$ cat src/rtl/sonar_pkg.sv
// Shared definitions for the sonar sweep controller: state encoding and the
// index-width helper used to size counters and index outputs.
package sonar_pkg;

  typedef enum logic [3:0] {
    ST_INICIAL    = 4'd0,
    ST_PREPARACAO = 4'd1,
    ST_MEDE       = 4'd2,
    ST_ENVIA      = 4'd3,
    ST_AGUARDA    = 4'd4,
    ST_CONTA      = 4'd5,
    ST_ESPERA     = 4'd6,
    ST_GIRA       = 4'd7,
    ST_FINAL      = 4'd8
  } estado_t;

  // Bits needed to index n items; never less than one bit.
  function automatic int width_of(input int n);
    return (n <= 1) ? 1 : $clog2(n);
  endfunction

endpackage

$ cat src/rtl/sonar_intervalo_timer.sv
// Modulo-M cycle counter. Held at zero while clr is high, advances while en is
// high, and flags the last count (M-1) on tc so the caller can leave after
// exactly M enabled cycles.
module sonar_intervalo_timer
  import sonar_pkg::*;
#(
  parameter int M = 10
) (
  input  logic clock,
  input  logic reset,
  input  logic clr,
  input  logic en,
  output logic tc
);

  localparam int W = width_of(M);
  localparam logic [W-1:0] LAST = W'(M - 1);

  logic [W-1:0] cnt_q, cnt_d;

  // Next count: clear wins, otherwise wrap at M-1.
  always_comb begin
    cnt_d = cnt_q;
    if (clr) begin
      cnt_d = '0;
    end else if (en) begin
      cnt_d = (cnt_q == LAST) ? '0 : cnt_q + 1'b1;
    end
  end

  assign tc = en && !clr && (cnt_q == LAST);

  // Count register.
  always_ff @(posedge clock) begin
    if (reset) cnt_q <= '0;
    else       cnt_q <= cnt_d;
  end

endmodule

$ cat src/rtl/sonar_scan_uc.sv
// Sonar sweep control unit: per angle position it triggers one measurement,
// sends an N_CHARS-character frame, waits INTERVAL_CYCLES, then steps a
// ping-pong angle index. Optional measurement watchdog under MED_TIMEOUT_EN.
//
// state       | code | meaning
// inicial     | 0    | idle, datapath cleared, stop latch/angle/direction reset
// preparacao  | 1    | clear datapath, fire measurement, restart char index
// mede        | 2    | wait for measurement (or watchdog expiry)
// envia       | 3    | one-cycle serial start for current char
// aguarda     | 4    | wait for char sent
// conta       | 5    | advance char index
// espera      | 6    | inter-position interval
// gira        | 7    | step angle, flag sweep endpoint
// final       | 8    | sweep finished, pronto high
module sonar_scan_uc
  import sonar_pkg::*;
#(
  parameter int N_CHARS         = 8,
  parameter int N_POS           = 8,
  parameter int INTERVAL_CYCLES = 100000000,
  parameter int TIMEOUT_CYCLES  = 2500000,
  localparam int CW = width_of(N_CHARS),
  localparam int AW = width_of(N_POS)
) (
  input  logic          clock,
  input  logic          reset,
  input  logic          ligar,
  input  logic          parar,
  input  logic          modo,
  input  logic          pronto_medida,
  input  logic          pronto_transmissao,
  output logic          zera,
  output logic          medir,
  output logic          partida_serial,
  output logic [CW-1:0] indice_char,
  output logic [AW-1:0] angulo_idx,
  output logic          sentido,
  output logic          fim_varredura,
  output logic          erro_medida,
  output logic          pronto,
  output logic [3:0]    db_estado
);

  if (N_CHARS < 1 || N_POS < 1 || INTERVAL_CYCLES < 1 || TIMEOUT_CYCLES < 1) begin : g_param_check
    $error("sonar_scan_uc: all size/count parameters must be >= 1");
  end

  localparam logic [CW-1:0] LAST_CHAR = CW'(N_CHARS - 1);
  localparam logic [AW-1:0] LAST_POS  = AW'(N_POS - 1);

  estado_t       state_q, state_d;
  logic [CW-1:0] char_q, char_d;
  logic [AW-1:0] ang_q, ang_d;
  logic          sen_q, sen_d;
  logic          parar_q, parar_d;
  logic          erro_q, erro_d;
  logic          tc_espera;
  logic          tc_med;
  logic [AW-1:0] ang_step;
  logic          at_end;

  sonar_intervalo_timer #(.M(INTERVAL_CYCLES)) u_espera_timer (
    .clock (clock),
    .reset (reset),
    .clr   (state_q != ST_ESPERA),
    .en    (state_q == ST_ESPERA),
    .tc    (tc_espera)
  );

`ifdef MED_TIMEOUT_EN
  sonar_intervalo_timer #(.M(TIMEOUT_CYCLES)) u_med_watchdog (
    .clock (clock),
    .reset (reset),
    .clr   (state_q != ST_MEDE),
    .en    (state_q == ST_MEDE),
    .tc    (tc_med)
  );
`else
  assign tc_med = 1'b0;
`endif

  // Candidate next angle and endpoint detection; a single position never moves.
  always_comb begin
    ang_step = sen_q ? ang_q - 1'b1 : ang_q + 1'b1;
    if (N_POS == 1) ang_step = '0;
    at_end = (ang_step == '0) || (ang_step == LAST_POS);
  end

  // Next-state, register updates and Moore output decode.
  always_comb begin
    state_d        = state_q;
    char_d         = char_q;
    ang_d          = ang_q;
    sen_d          = sen_q;
    erro_d         = erro_q;
    parar_d        = (state_q == ST_INICIAL) ? 1'b0 : (parar_q | parar);
    zera           = 1'b0;
    medir          = 1'b0;
    partida_serial = 1'b0;
    fim_varredura  = 1'b0;
    pronto         = 1'b0;

    case (state_q)
      ST_INICIAL: begin
        zera   = 1'b1;
        ang_d  = '0;
        sen_d  = 1'b0;
        erro_d = 1'b0;
        if (ligar) state_d = ST_PREPARACAO;
      end
      ST_PREPARACAO: begin
        zera    = 1'b1;
        medir   = 1'b1;
        char_d  = '0;
        state_d = ST_MEDE;
      end
      ST_MEDE: begin
        if (pronto_medida) begin
          state_d = ST_ENVIA;
        end else if (tc_med) begin
          state_d = ST_ENVIA;
          erro_d  = 1'b1;
        end
      end
      ST_ENVIA: begin
        partida_serial = 1'b1;
        state_d        = ST_AGUARDA;
      end
      ST_AGUARDA: begin
        if (pronto_transmissao) begin
          state_d = (char_q == LAST_CHAR) ? ST_ESPERA : ST_CONTA;
        end
      end
      ST_CONTA: begin
        char_d  = char_q + 1'b1;
        state_d = ST_ENVIA;
      end
      ST_ESPERA: begin
        if (tc_espera) state_d = parar_q ? ST_FINAL : ST_GIRA;
      end
      ST_GIRA: begin
        fim_varredura = at_end;
        ang_d         = ang_step;
        if (at_end) sen_d = ~sen_q;
        state_d = ((modo && at_end) || parar_q) ? ST_FINAL : ST_PREPARACAO;
      end
      ST_FINAL: begin
        pronto = 1'b1;
        if (ligar && !parar) state_d = ST_INICIAL;
      end
      default: state_d = ST_INICIAL;
    endcase
  end

  assign indice_char = char_q;
  assign angulo_idx  = ang_q;
  assign sentido     = sen_q;
  assign erro_medida = erro_q;
  assign db_estado   = state_q;

  // State and datapath-control registers.
  always_ff @(posedge clock) begin
    if (reset) begin
      state_q <= ST_INICIAL;
      char_q  <= '0;
      ang_q   <= '0;
      sen_q   <= 1'b0;
      parar_q <= 1'b0;
      erro_q  <= 1'b0;
    end else begin
      state_q <= state_d;
      char_q  <= char_d;
      ang_q   <= ang_d;
      sen_q   <= sen_d;
      parar_q <= parar_d;
      erro_q  <= erro_d;
    end
  end

endmodule

$ cat config.mk
export PLATFORM = sky130hd
export DESIGN_NAME = sonar_scan_uc
export DESIGN_NICKNAME = d
export VERILOG_FILES = /design/src/rtl/sonar_pkg.sv /design/src/rtl/sonar_intervalo_timer.sv /design/src/rtl/sonar_scan_uc.sv
export SDC_FILE = /design/constraint.sdc
export NUM_CORES = 1
export LEC_CHECK = 0
export BUFFER_PORTS_ARGS = -buffer_cell sky130_fd_sc_hd__buf_4
export CAP_MARGIN = 10
export CORE_ASPECT_RATIO = 1.1
export CORE_MARGIN = 2
export CORE_UTILIZATION = 57
export DETAILED_ROUTE_END_ITERATION = 12
export HOLD_SLACK_MARGIN = 0.03
export PLACE_DENSITY = 0.79
export SETUP_SLACK_MARGIN = 0.1
export SLEW_MARGIN = 20
export SYNTH_ARGS = -nofsm -noshare
export SYNTH_HDL_FRONTEND = slang
export SYNTH_SLANG_ARGS = --single-unit
$ cat constraint.sdc
create_clock -name clock -period 2.6 [get_ports clock]
set_clock_uncertainty 0.05 [all_clocks]
set_input_delay 0 -clock clock [delete_from_list [all_inputs] [get_ports clock]]
set_output_delay 0 -clock clock [all_outputs]
set_load 0.01 [all_outputs]
# --- Word level (Yosys, flattened, before mapping) ---
# Index checks and enable logic that the tools add are counted.
op_classes:
  addsub: 4
  bitwise: 2
  mux: 20
  n_eq_ne: 18
  reduce_logical: 17
op_table:
  columns: ["operator", "n"]
  rows:
  - ["one-hot mux 4 bit (9 select lines)", 1]
  - ["two-way mux 4 bit", 7]
  - ["adder 27 x 1 -> 27 bit, second input constant", 1]
  - ["equality test 27 bit, second input constant", 1]
  - ["two-way mux 27 bit", 1]
  - ["equality test 4 x 3 -> 1 bit, second input constant", 4]
  - ["!= test 2 bit, second input constant", 6]
  - ["one-hot mux 3 bit (2 select lines)", 2]
  - ["equality test 4 x 2 -> 1 bit, second input constant", 2]
  - ["adder 3 x 1 -> 3 bit, second input constant", 2]
  - ["equality test 3 bit, second input constant", 2]
  - ["two-way mux 1 bit", 6]
  - ["OR reduction 2 bit", 3]
  - ["AND reduction 5 bit", 1]
  - ["equality test 4 x 1 -> 1 bit, second input constant", 1]
  - ["equality test 4 bit, second input constant", 1]
  - ["logical AND 1 bit", 4]
  - ["zero test 4 bit", 1]
  - ["!= test 4 x 3 -> 1 bit, second input constant", 1]
  - ["nonzero test 2 bit", 2]
  - ["zero test 3 bit", 1]
  - ["two-way mux 3 bit", 1]
  - ["subtractor 3 x 1 -> 3 bit, second input constant", 1]
  - ["zero test 1 bit", 2]
  - ["other kinds (6)", 7]
word_totals:
  word_cells: 67
  regBits: 39
  in_bits: 7

# --- Logic depth before layout (Yosys ltp) ---
logic_depth:
  depth_word: 8
  mapped_depth: 7
  mapped_depth_nobuf: 6

# --- Cells and area by module ---
# Synthesis repeated with hierarchy kept, for this count alone.
hier_totals:
  hier_cells: 264
  area_unflattened_um2: 2263.4
modules_own_cells:
  columns: ["mod", "n_inst", "area_each_um2", "cells_per_inst"]
  rows:
  - ["sonar_intervalo_timer", 1, 1401.3, 159]
  - ["sonar_scan_uc", 1, 862.1, 105]

# --- Worst setup path after synthesis ---
# No wires, ideal clock.
synth_path:
  kind: "register to register"
  startpoint: "register ang_q[0] (netlist: angulo_idx[0])"
  endpoint: "register sen_q (netlist: sentido)"
  setup_slack_ps: 487
  arrival_time_ps: 1962
  synth_period_minus_slack_ps: 2113
  n_path_buf: 0
  path_stages_with_launch: 7
  path_cell_list: "dfxtp_1 > fa_1 > xnor3_1 > mux2i_2 > nor2_2 > or4b_1 > o41ai_1"
synth_via:
  elab_chain_len: 6
  elab_cells_between_ends: 8
  classes_between: "add/sub (2); eq/ne (2); mux (1); reduce/logical (3)"
synth_lines:
  columns: ["item", "line", "rtl"]
  rows:
  - ["start: declaration", "sonar_scan_uc.sv:53", "logic [AW-1:0] ang_q, ang_d;"]
  - ["start signal: assignment", "sonar_scan_uc.sv:173", "ang_q <= ang_d;"]
  - ["adder 3 x 1 -> 3 bit or subtractor 3 x 1 -> 3 bit (tied branches)", "sonar_scan_uc.sv:84", "ang_step = sen_q ? ang_q - 1'b1 : ang_q + 1'b1;"]
  - ["two-way mux 3 bit (*)", "sonar_scan_uc.sv:84", null]
  - ["equality test 3 bit or zero test 3 bit (tied branches)", "sonar_scan_uc.sv:86", "at_end = (ang_step == '0) || (ang_step == LAST_POS);"]
  - ["logical OR 1 bit (*)", "sonar_scan_uc.sv:86", null]
  - ["!= test 2 bit (no source line) (*)", null, null]
  - ["AND reduction 2 bit (no source line) (*)", null, null]
  - ["end signal: assignment", "sonar_scan_uc.sv:174", "sen_q <= sen_d;"]
  - ["end: declaration", "sonar_scan_uc.sv:54", "logic sen_q, sen_d;"]
# Mark *: on every way between the ends. The rest lies on a longest branch, timed or not.
# A chain may end at the register's enable or synchronous reset.

# --- Worst setup path after layout ---
# Same ends and word-level chain as after synthesis.

==> impl_metrics.tcl <==
set metrics [dict create \
    outcome "finished, final reports clean" \
    path_buf_inv 0 \
    synth_compound_area_share_pct 9.51 \
    synth-edff-count 0 \
    wl_um 4050 \
    cts_tree "done" \
    gp_congestion 0.796 \
    dp_hpwl_um 2850 \
    finalCritPeriodShare_pct 83.1 \
    slew_viol_final 0 \
    synthSimpleGateAreaFrac_pct 32.6 \
    grt_first_pass_wirelength_um 6670 \
    cts_made_buffers 5 \
    clock_path_buffers 2 \
    yosys.area_share.xor_xnor_pct 10.5 \
    grt_pass1_vias 1569 \
    wl_met1_um 1750 \
    synth_seq_cells 39 \
    cp_cell_sequence "fa_1, xnor3_1, mux2i_2, nor2_2, or4b_1, o41ai_1" \
    synth_top_family_by_area "simple AND/OR/NAND/NOR gates" \
    maxCapViolations 0 \
    fp-row-count 22 \
    ios 24 \
    required_ps 2810 \
    syn_nets 257 \
    hold_viol 0 \
    powerDensity_mw_per_mm2 466 \
    r2r_setup_slack_ps 440 \
    groute.usage.overall_pct 22.1 \
    postCtsResizedCells 0 \
    grt_max_degree 21 \
    startpoint_type "register" \
    crit_path_end_kind "register" \
    yosysTopAreaCell "dfxtp_1" \
    nets 284 \
    drive_above_1_share_pct 15.9 \
    setup-violations-final 0 \
    worst_slew_pin_slew_ps 650 \
    period_minus_slack_ps 2160 \
    dpl-instance-area_mm2 0.00226 \
    numPortBuffers 22 \
    syn_inst 243 \
    synthAdderAreaFrac_pct 4.63 \
    vias_per_cell 5.56 \
    p_leak_nw 0.864 \
    route.met2.wl_um 2030 \
    synthMuxAreaShare_pct 1.16 \
    start_util_pct 60.6 \
    grt_setup_unrepaired "no" \
    layout_common_cells "nor2_1 (39), dfxtp_1 (39), buf_4 (26)" \
    cts_root_buffer "clkbuf_4" \
    fmax_mhz 463 \
    fillers 276 \
    slowest_delay_ps 490 \
    slew_headroom_pct 56.3 \
    wl_met3_um 179 \
    worst-setup-path-type "reg -> reg" \
    vias 1775 \
    clk_latency_ps 340 \
    synth_seq_area_share_pct 38.0 \
    synth_warnings 0 \
    path_clk_slew_ps 110 \
    core_mm2 0.00339 \
    ctsHtreeMaxLevel 2 \
    critical_path_peak_fanout 6 \
    drc 0 \
    cts_sinks 39 \
    die_area_mm2 0.00410 \
    async_flop_share_pct 0 \
    antenna_cells 0 \
    dr.max_layer_used "met4" \
    synth_ff_type "dfxtp_1" \
    cp_top_family "simple AND/OR/NAND/NOR gates" \
    tns_ps 0 \
    syn_to_final_growth_pct 15.2 \
    die_h_um 66.9 \
    synth_cell_type_count 54 \
    netlist_area_mm2 0.00205 \
    synth_area_leaders "dfxtp_1 (38%), xor2_1 (7.7%), nor2_1 (7.1%), ha_1 (3.7%), nand2_1 (3.7%)" \
    arrival_ps 2370 \
    avgSynthCellArea_um2 8.45 \
    cp_slowest_cell "fa_1" \
    postLayoutCellArea_mm2 0.00237 \
    ir_drop_v 0.000396 \
    yosysTopAreaCellShare_pct 38.0 \
    ant_nets 0 \
    dr.first_iter.drc_count 62 \
    grt_remaining_overflow 0 \
    antenna_found_initial 0 \
    hp-class "in -> reg" \
    first_pass_iters 5 \
    wl_per_cell_um 12.7 \
    die_x_um 61.2 \
]
-- stage by stage --
stage	utilization [%]	power, mW	cells	worst slack [ps]	hold slack (ps)
2_1_floorplan	-	0.716	243	487	28.7
3_3_place_gp	66.7	0.760	307	508	223
3_5_place_dp	66.7	0.761	307	448	246
4_1_cts	69.9	1.11	319	420	48.8
5_1_grt	69.9	1.16	319	330	85.6
6_report	69.9	1.10	319	440	68.2
-- cell usage after synthesis (2+ instances only) --
library cell and number:
dfxtp_1 39, nor2_1 39, nand2_1 20, xor2_1 18
nand3_1 15, a21oi_1 12, nand4_1 9, ha_1 6
nor4_1 6, clkbuf_1 5, nand2b_1 5, nor3_1 5
o21ai_0 5, inv_1 4, xnor2_1 4, a22oi_1 3
buf_4 3, or3_1 3, and4_1 2, buf_2 2
nor3b_1 2, nor4_2 2, or2_2 2, or4_1 2
-- final cells by class --
type                    count  area [um2]  area share [%]
well taps                  48        60.1            2.54
repair buffers             30         235            9.94
flip-flops and latches     39         781            33.0
clock buffers               8        68.8            2.91
multi-input cells         189        1200            50.8
inverters                   5        18.8           0.793
-- logic make-up after synthesis --
group,count (synthesis)
simple gates,125
other cells,1
mux,2
buf+inv,15
flops,39
fa+ha+maj,7
compound gates,31
xor+xnor,23
-- per-layer routing --
metal  up-vias  GRT usage [%]
met5         -              0
met4         0           11.7
met3        12           6.41
met2        51           36.7
met1       801           25.0
li1        911              -
-- path summary, 6_finish.rpt --
check	from	to	cells past startpoint
setup / recovery	angulo_idx[0]	sentido	6
hold reg to reg	indice_char[1]	indice_char[1]	2
hold / removal	pronto_transmissao	db_estado[1]	5
setup reg to reg	angulo_idx[0]	sentido	6
-- power breakdown --
| group | switching [mW] | total [mW] | internal, mW | leakage [nW] |
|---|---|---|---|---|
| registers | 0.0150 | 0.620 | 0.605 | 0.315 |
| clock network | 0.189 | 0.348 | 0.159 | 0.0386 |
| logic | 0.0714 | 0.133 | 0.0618 | 0.511 |
-- worst register-to-register path: stages (launching register included) --
cell,delay [ps]
dfxtp_1,390
fa_1,490
xnor3_1,250
mux2i_2,270
nor2_2,60
or4b_1,490
o41ai_1,70
-- sequential cells by signal, indices dropped and copies added (netlist names) --
name                  cells
u_espera_timer.cnt_q     27
db_estado                 4
angulo_idx                3
indice_char               3
parar_q                   1
sentido                   1
-- what timing repair did --
action	4_1_cts	5_1_grt
setup buffers	0	0
hold endpoints to repair	12	0
hold buffers	4	0
Power figures use the tool's default switching activity.
